### config.mk
export PLATFORM = sky130hd
export DESIGN_NAME = usb_rx_nrzi_decoder
export DESIGN_NICKNAME = d
export VERILOG_FILES = /design/src/rtl/usb_rx_nrzi_decoder.sv
export SDC_FILE = /design/constraint.sdc
export NUM_CORES = 1
export LEC_CHECK = 0
export BUFFER_PORTS_ARGS = -buffer_cell sky130_fd_sc_hd__buf_2
export CAP_MARGIN = 20
export CORE_ASPECT_RATIO = 0.5
export CORE_MARGIN = 1.5
export CORE_UTILIZATION = 59
export DETAILED_ROUTE_END_ITERATION = 16
export GPL_ROUTABILITY_DRIVEN = 0
export GPL_TIMING_DRIVEN = 0
export PLACE_DENSITY = 0.86
export RECOVER_POWER = 50
export SYNTH_ARGS = -nofsm -noshare
export SYNTH_HDL_FRONTEND = slang
export SYNTH_SLANG_ARGS = --single-unit
export TNS_END_PERCENT = 30
### constraint.sdc
create_clock -name clk -period 2.47 [get_ports clk]
set_clock_uncertainty 0.05 [all_clocks]
set_input_delay 0.1235 -clock clk [delete_from_list [all_inputs] [get_ports clk]]
set_output_delay 0.1235 -clock clk [all_outputs]
set_load 0.01 [all_outputs]
### src/rtl/usb_rx_nrzi_decoder.sv
// USB receive front end: edge-resynchronised bit timing, NRZI decode, bit de-stuffing, SYNC strip,
// LSB-first byte assembly and EOP detection. Define USB_RX_STUFF_CHECK_EN to abort on stuff violations.
module usb_rx_nrzi_decoder #(
  parameter int CLKS_PER_BIT = 8,
  parameter int SAMPLE_POINT = 3,
  parameter int STUFF_LIMIT  = 6
) (
  input  logic       clk,
  input  logic       n_rst,
  input  logic       d_plus_sync,
  input  logic       d_minus_sync,
  input  logic       rx_enable,
  output logic [7:0] rx_data,
  output logic       byte_valid,
  output logic       eop,
  output logic       stuff_err,
  output logic       receiving
);

  localparam int TW = (CLKS_PER_BIT > 1) ? $clog2(CLKS_PER_BIT) : 1;
  localparam int OW = $clog2(STUFF_LIMIT + 2);

  localparam logic [TW-1:0] TIMER_LAST   = TW'(CLKS_PER_BIT - 1);
  localparam logic [TW-1:0] TIMER_SAMPLE = TW'(SAMPLE_POINT);
  localparam logic [OW-1:0] ONES_STUFF   = OW'(STUFF_LIMIT);
  localparam logic [OW-1:0] ONES_SAT     = OW'(STUFF_LIMIT + 1);
  localparam logic [7:0]    SYNC_MATCH   = 8'h01;
  localparam logic [3:0]    SYNC_TIMEOUT = 4'd15;

  typedef enum logic [2:0] {
    S_IDLE,
    S_SYNC,
    S_DATA,
    S_EOP_WAIT,
    S_ABORT
  } state_e;

  state_e          state_q, state_d;
  logic [TW-1:0]   timer_q, timer_d;
  logic            dp_last_q, dp_last_d;
  logic            dm_last_q, dm_last_d;
  logic            prev_level_q, prev_level_d;
  logic [OW-1:0]   ones_cnt_q, ones_cnt_d;
  logic [3:0]      bit_cnt_q, bit_cnt_d;
  logic [7:0]      shift_q, shift_d;
  logic [7:0]      sync_sr_q, sync_sr_d;
  logic            se0_seen_q, se0_seen_d;
  logic [7:0]      rx_data_q, rx_data_d;
  logic            byte_valid_q, byte_valid_d;
  logic            eop_q, eop_d;
  logic            receiving_q, receiving_d;
`ifdef USB_RX_STUFF_CHECK_EN
  logic            stuff_err_q, stuff_err_d;
`endif

  logic       line_j, line_k, line_se0, last_j;
  logic       dp_edge, sample, dec_bit, shift_en;
  logic [7:0] sync_next, data_next;

  assign line_j    = d_plus_sync & ~d_minus_sync;
  assign line_k    = ~d_plus_sync & d_minus_sync;
  assign line_se0  = ~(line_j | line_k);
  assign last_j    = dp_last_q & ~dm_last_q;
  assign dp_edge   = d_plus_sync ^ dp_last_q;
  assign sample    = (state_q != S_IDLE) && (timer_q == TIMER_SAMPLE);
  assign dec_bit   = (d_plus_sync == prev_level_q);
  assign sync_next = {sync_sr_q[6:0], dec_bit};
  assign data_next = {dec_bit, shift_q[7:1]};

  always_comb begin
    // NOTE: every signal written here gets a default first so no path can infer a latch.
    state_d      = state_q;
    dp_last_d    = d_plus_sync;
    dm_last_d    = d_minus_sync;
    prev_level_d = prev_level_q;
    ones_cnt_d   = ones_cnt_q;
    bit_cnt_d    = bit_cnt_q;
    shift_d      = shift_q;
    sync_sr_d    = sync_sr_q;
    se0_seen_d   = se0_seen_q;
    rx_data_d    = rx_data_q;
    byte_valid_d = 1'b0;
    eop_d        = 1'b0;
    receiving_d  = receiving_q;
    shift_en     = 1'b0;
`ifdef USB_RX_STUFF_CHECK_EN
    stuff_err_d  = 1'b0;
`endif

    // Free-running bit timer, pulled back to zero on every D+ transition.
    if (state_q == S_IDLE || dp_edge || timer_q == TIMER_LAST) begin
      timer_d = '0;
    end else begin
      timer_d = timer_q + TW'(1);
    end

    unique case (state_q)
      S_IDLE: begin
        ones_cnt_d   = '0;
        prev_level_d = 1'b1;
        if (rx_enable && last_j && line_k) begin
          state_d   = S_SYNC;
          sync_sr_d = 8'hFF;
          bit_cnt_d = '0;
          timer_d   = '0;
        end
      end

      S_SYNC: begin
        if (sample) begin
          prev_level_d = d_plus_sync;
          if (line_se0) begin
            state_d = S_IDLE;
          end else begin
            sync_sr_d = sync_next;
            if (sync_next == SYNC_MATCH) begin
              state_d     = S_DATA;
              receiving_d = 1'b1;
              ones_cnt_d  = OW'(1);
              bit_cnt_d   = '0;
            end else if (bit_cnt_q == SYNC_TIMEOUT) begin
              state_d = S_IDLE;
            end else begin
              bit_cnt_d = bit_cnt_q + 4'd1;
            end
          end
        end
      end

      S_DATA: begin
        if (sample) begin
          prev_level_d = d_plus_sync;
          if (line_se0) begin
            state_d   = S_EOP_WAIT;
            bit_cnt_d = '0;
          end else if (dec_bit) begin
            if (ones_cnt_q == ONES_STUFF) begin
`ifdef USB_RX_STUFF_CHECK_EN
              stuff_err_d = 1'b1;
              receiving_d = 1'b0;
              se0_seen_d  = 1'b0;
              state_d     = S_ABORT;
`else
              // Seventh 1 stands in for the missing stuffed 0 and is dropped.
              ones_cnt_d  = ONES_SAT;
`endif
            end else begin
              shift_en   = 1'b1;
              ones_cnt_d = (ones_cnt_q == ONES_SAT) ? ONES_SAT : ones_cnt_q + OW'(1);
            end
          end else begin
            shift_en   = (ones_cnt_q != ONES_STUFF);
            ones_cnt_d = '0;
          end

          if (shift_en) begin
            shift_d = data_next;
            if (bit_cnt_q == 4'd7) begin
              rx_data_d    = data_next;
              byte_valid_d = 1'b1;
              bit_cnt_d    = '0;
            end else begin
              bit_cnt_d = bit_cnt_q + 4'd1;
            end
          end
        end
      end

      S_EOP_WAIT: begin
        if (sample) begin
          if (line_j) begin
            eop_d       = 1'b1;
            receiving_d = 1'b0;
            state_d     = S_IDLE;
          end else if (line_k) begin
`ifdef USB_RX_STUFF_CHECK_EN
            stuff_err_d = 1'b1;
`endif
            receiving_d = 1'b0;
            se0_seen_d  = 1'b0;
            state_d     = S_ABORT;
          end
        end
      end

      S_ABORT: begin
        receiving_d = 1'b0;
        if (sample) begin
          if (line_se0) begin
            se0_seen_d = 1'b1;
          end else if (line_j && se0_seen_q) begin
            state_d = S_IDLE;
          end
        end
      end

      default: state_d = S_IDLE;
    endcase
  end

  always_ff @(posedge clk or negedge n_rst) begin
    // NOTE: state is updated with non-blocking assignments so every flop sees pre-edge values.
    if (!n_rst) begin
      state_q      <= S_IDLE;
      timer_q      <= '0;
      dp_last_q    <= 1'b1;
      dm_last_q    <= 1'b0;
      prev_level_q <= 1'b1;
      ones_cnt_q   <= '0;
      bit_cnt_q    <= '0;
      shift_q      <= '0;
      sync_sr_q    <= 8'hFF;
      se0_seen_q   <= 1'b0;
      rx_data_q    <= '0;
      byte_valid_q <= 1'b0;
      eop_q        <= 1'b0;
      receiving_q  <= 1'b0;
`ifdef USB_RX_STUFF_CHECK_EN
      stuff_err_q  <= 1'b0;
`endif
    end else begin
      state_q      <= state_d;
      timer_q      <= timer_d;
      dp_last_q    <= dp_last_d;
      dm_last_q    <= dm_last_d;
      prev_level_q <= prev_level_d;
      ones_cnt_q   <= ones_cnt_d;
      bit_cnt_q    <= bit_cnt_d;
      shift_q      <= shift_d;
      sync_sr_q    <= sync_sr_d;
      se0_seen_q   <= se0_seen_d;
      rx_data_q    <= rx_data_d;
      byte_valid_q <= byte_valid_d;
      eop_q        <= eop_d;
      receiving_q  <= receiving_d;
`ifdef USB_RX_STUFF_CHECK_EN
      stuff_err_q  <= stuff_err_d;
`endif
    end
  end

  assign rx_data    = rx_data_q;
  assign byte_valid = byte_valid_q;
  assign eop        = eop_q;
  assign receiving  = receiving_q;
`ifdef USB_RX_STUFF_CHECK_EN
  assign stuff_err  = stuff_err_q;
`else
  assign stuff_err  = 1'b0;
`endif

endmodule

# Word level (Yosys, flattened, before mapping)
# Index checks and enable logic that the tools add are counted.
# classes
n_addsub	3
eq_ne	32
muxes	66
bitwise_logic	8
reduce_logical	23
# op_table
op	n
$mux 3	24
$mux 4	9
$ne 2x2->1 const B	13
$mux 1	23
$mux 7	3
$reduce_and 6->1	3
$pmux 3 s5	1
$pmux 7 s2	1
$eq 3x3->1 const B	4
$ne 3x3->1 const B	4
$pmux 4 s3	1
$reduce_and 10->1	1
$eq 3x2->1 const B	3
$pmux 3 s3	1
$reduce_bool 3->1	3
$eq 8x1->1 const B	1
$reduce_and 4->1	2
$reduce_and 7->1	1
$add 3x1->3 const B	2
$reduce_bool 2->1	3
$add 4x1->4 const B	1
$eq 4x3->1 const B	1
$eq 4x4->1 const B	1
$logic_and 1x1->1	4
other kinds (15)	22
# word_totals
register_bits	43
input_bits	5
output_inout_bits	12
wordCells	146

# Logic depth before layout (Yosys ltp)
# depth
depth_word	9
depth_mapped	9
depth_no_buf	7

# Worst setup path after synthesis
# OpenSTA, ideal clock, no wires.
# synth_path
path_type	register to register
from	register timer_q[0]
to	register rx_data_q[0], in the netlist rx_data[0]
t_arrival_ps	1875
required_time_ps	2295
path_slack_ps	420
path_stages_with_launch	8
path_buffers	2
synth_period_minus_slack_ps	2050
cell_sequence	dfrtp_1 ha_1 ha_1 clkbuf_1 nand4_2 or2_1 buf_2 mux2_2
# synth_via
elab_chain_cells	3
# synth_rtl
item	line	text
from (decl)	39	logic [TW-1:0] timer_q, timer_d;
from (signal assigned)	223	timer_q <= timer_d;
$eq 3x2->1	65	assign sample = (state_q != S_IDLE) && (timer_q == TIMER_SAMPLE);
$logic_and 1x1->1	65	
$reduce_and 4->1 (no line)	--	
to (signal assigned)	232	rx_data_q <= rx_data_d;
to (decl)	48	logic [7:0] rx_data_q, rx_data_d;
# Every way passes these cells.
# A chain may end at the register's enable or synchronous reset.

# Final worst setup path
# layout_path
from	input d_minus_sync
to	register rx_data_q[0], in the netlist rx_data[0]
# layout_via
elab_chain_cells	7
word_cells_on_any_way	8
classes_between	mux: 3; bitwise: 4; reduce/logical: 1
# layout_rtl
item	line	text
from (decl)	11	input logic d_minus_sync,
$not 1->1	60	assign line_j = d_plus_sync & ~d_minus_sync;
$and 1x1->1	60	
$or 1x1->1 *	62	assign line_se0 = ~(line_j | line_k);
$mux 1 *	133	if (line_se0) begin
$mux 1 *	131	if (sample) begin
$mux 1 *	97	unique case (state_q)
$reduce_and 4->1 (no line) *	--	
# Mark *: on every way between the ends. The rest lies on a longest branch, timed or not. The select of a mux whose other input is x is not followed.

==> flow_summary.toml <==
[status]
status = "complete, no violations"

[worst_setup_path]
critical_path_required_ps = 2590
cp_cell_sequence = "dlygate4sd3_1, buf_2, ha_1, buf_2, a21oi_1, nand4_2, or2_1, buf_2, mux2_2"
cpPeakStageDelay_ps = 530
crit_arrival_ps = 2500
crit_buf_inv = 4
worst_path_most_repeated_cell = "buf_2"
reg2reg_depth = 7
startpoint_type = "input pin"
critPathCaptureType = "flip-flop"
critPathKind = "input pin to flip-flop"
cpLargestDelayFamily = "buffers and inverters"
cp_max_fo = 10
critPathSlowestCell = "dlygate4sd3_1"
cp_num_cells = 9

[placement]
hpwl_microns = 2850
port_buffers = 15
dp_cells = 269
dpl_cell_area_sq_um = 2290

[logic_synthesis]
synth_cells = 203
netlist_area_sq_um = 2150
async_flop_share = 1.00
syn_avg_cell_area_sq_um = 10.6
ys.flop_type = "dfrtp_1"
ys_seq_area_frac = 0.493
yosysWarnings = 0
synth_cell_types = 52
synth_edf_count = 0
synth-seq-cells = 42
syn_nets = 216

[timing]
finalCritPeriodShare = 0.963
final_max_slew_viol_count = 0
worst_pin_slew_ps = 992
rsz0062_at_grt = "false"
tns_ps = 0
fmax_mhz = 420
hold_viol = 0
fin_crit_ps = 2380
setup_viol = 0
relSlewSlack = 0.338

[cells_and_area]
nets = 241
stdcell_area_sq_um = 2420
fillers = 251
layout_common_cells = "33 x dfrtp_1, 17 x clkbuf_1, 16 x nand2_1, 16 x o21ai_0, 14 x mux2_2"
antenna_cells = 0
area_growth_pct = 12.6
drive_gt1_frac = 0.231
fin_util = 0.702
mostFrequentLayoutCell = "dfrtp_1"
instances_no_fill = 280

[die]
start_util = 0.624
die_area_sq_um = 4040
io_pins = 17
fp.dieH_microns = 45.7
rows = 15
core_sq_um = 3450
die_w_microns = 88.4

[min_path]
min_path_cells = 3
holdCritPathClass = "input pin to flip-flop"

[route]
ant_nets = 0
wire_per_inst_microns = 14.4
vias_per_cell = 5.73
wl_microns = 4030
dr_total_vias = 1605
dr.pass1.iters = 4
drt-initial-drc-count = 125
drc_errors = 0

[clocking]
cts_max_level = 2
cts.path.max_buffers = 2
cts_tree = "yes"
post-cts-setup-buffers = 0
numCtsBuffers = 5
cts_root_buffer = "clkbuf_8"
clock_latency_ps = 290
cts.sinks = 42
path_clk_slew_ps = 80

[pwr]
power_density_nw_per_um2 = 867
power.leakage_nw = 1.10
peakVddDrop_uv = 688

[grt]
grt_max_degree = 43
grt_pass1_vias = 1393
antenna_found_initial = 0
grt_first_pass_wirelength_microns = 6500
grt_usage = 0.218
grt.overflow.total = 0

[flow_run]
drv_cap = 0
[metrics by stage]
stage | setup slack [ps] | total power, W | hold WS [ps]
final | 91.3 | 0.00210 | 192
after global routing | 13.8 | 0.00223 | 220
after CTS | 98.4 | 0.00211 | 147
after detailed placement | 144 | 0.00154 | 218
after global placement | 180 | 0.00151 | 214
after floorplan | 420 | 0.00140 | -222
[metal layers]
metal | up-vias | track usage | share of wire
li1 | 773 | - | -
met5 | - | 0 | 0
met3 | 5 | 0.0543 | 0.050
met2 | 38 | 0.356 | 0.47
met1 | 789 | 0.302 | 0.47
met4 | 0 | 0.0469 | 0.0077
[synth_stat cells, drive strengths merged (3+ instances only)]
cell type,instances,area share
dfrtp,33,0.38
nand2,16,0.028
o21ai,16,0.037
mux2,15,0.080
a21oi,13,0.030
nor2,11,0.020
inv,10,0.017
dfstp,9,0.11
ha,8,0.046
nor2b,6,0.017
buf,5,0.013
clkbuf,5,0.0087
a31oi,4,0.012
nand2b,4,0.012
nand3,4,0.0093
nor3,4,0.015
a22o,3,0.016
nand4,3,0.012
[cell type report]
class	count	area [sq um]	share of cell area
Multi-Input combinational cell	141	1010	0.415
Inverter	10	37.5	0.0155
Timing Repair Buffer	18	90.1	0.0372
Sequential cell	42	1060	0.438
Buffer	10	47.5	0.0196
Clock inverter	1	30.0	0.0124
Clock buffer	7	86.3	0.0356
Tap cell	51	63.8	0.0263
[sequential cells by signal, summed over array words and instances, names as in the netlist, 3 cells and up]
name,cells
shift_q,7
sync_sr_q,7
bit_cnt_q,4
timer_q,3
rx_data,8
ones_cnt_q,3
state_q,3
[worst paths after layout]
path	to	start	slack, ps
min reg2reg	timer_q[0]	timer_q[0]	380
max in group asynchronous	shift_q[3]	n_rst	1270
min in group asynchronous	timer_q[2]	n_rst	500
max reg2reg	rx_data[0]	ones_cnt_q[0]	300
min	prev_level_q	d_plus_sync	190
max	rx_data[0]	d_minus_sync	90
[worst min-delay path, delay by kind of cell]
kind            cells  cell delay (ps)
buf+inv             1              160
compound gates      2              250
[where the power goes]
group | switching, W | total (W) | leakage, nW | internal, W
clock | 0.000224 | 0.000553 | 0.0585 | 0.000329
sequential | 0.0000976 | 0.000939 | 0.550 | 0.000842
combinational | 0.000346 | 0.000610 | 0.488 | 0.000264
total | 0.000667 | 0.00210 | 1.10 | 0.00144
[repair_timing]
item                                    in CTS  in global routing
endpoints found under the setup margin       0                  6
hold buffers                                 3                  0
hold endpoints to repair                    35                  0
resized for setup                            0                  2
[kinds of logic after synthesis]
logic type               share of synthesized area
AO/OA/AOI/OAI                                0.160
other                                      0.00174
AND/OR/NAND/NOR                              0.157
adder cells (fa/ha/maj)                     0.0465
buffers and inverters                       0.0389
XOR/XNOR                                    0.0122
multiplexers                                0.0895
flip-flops                                   0.493
Note: power is estimated with default switching activity, not from simulation.
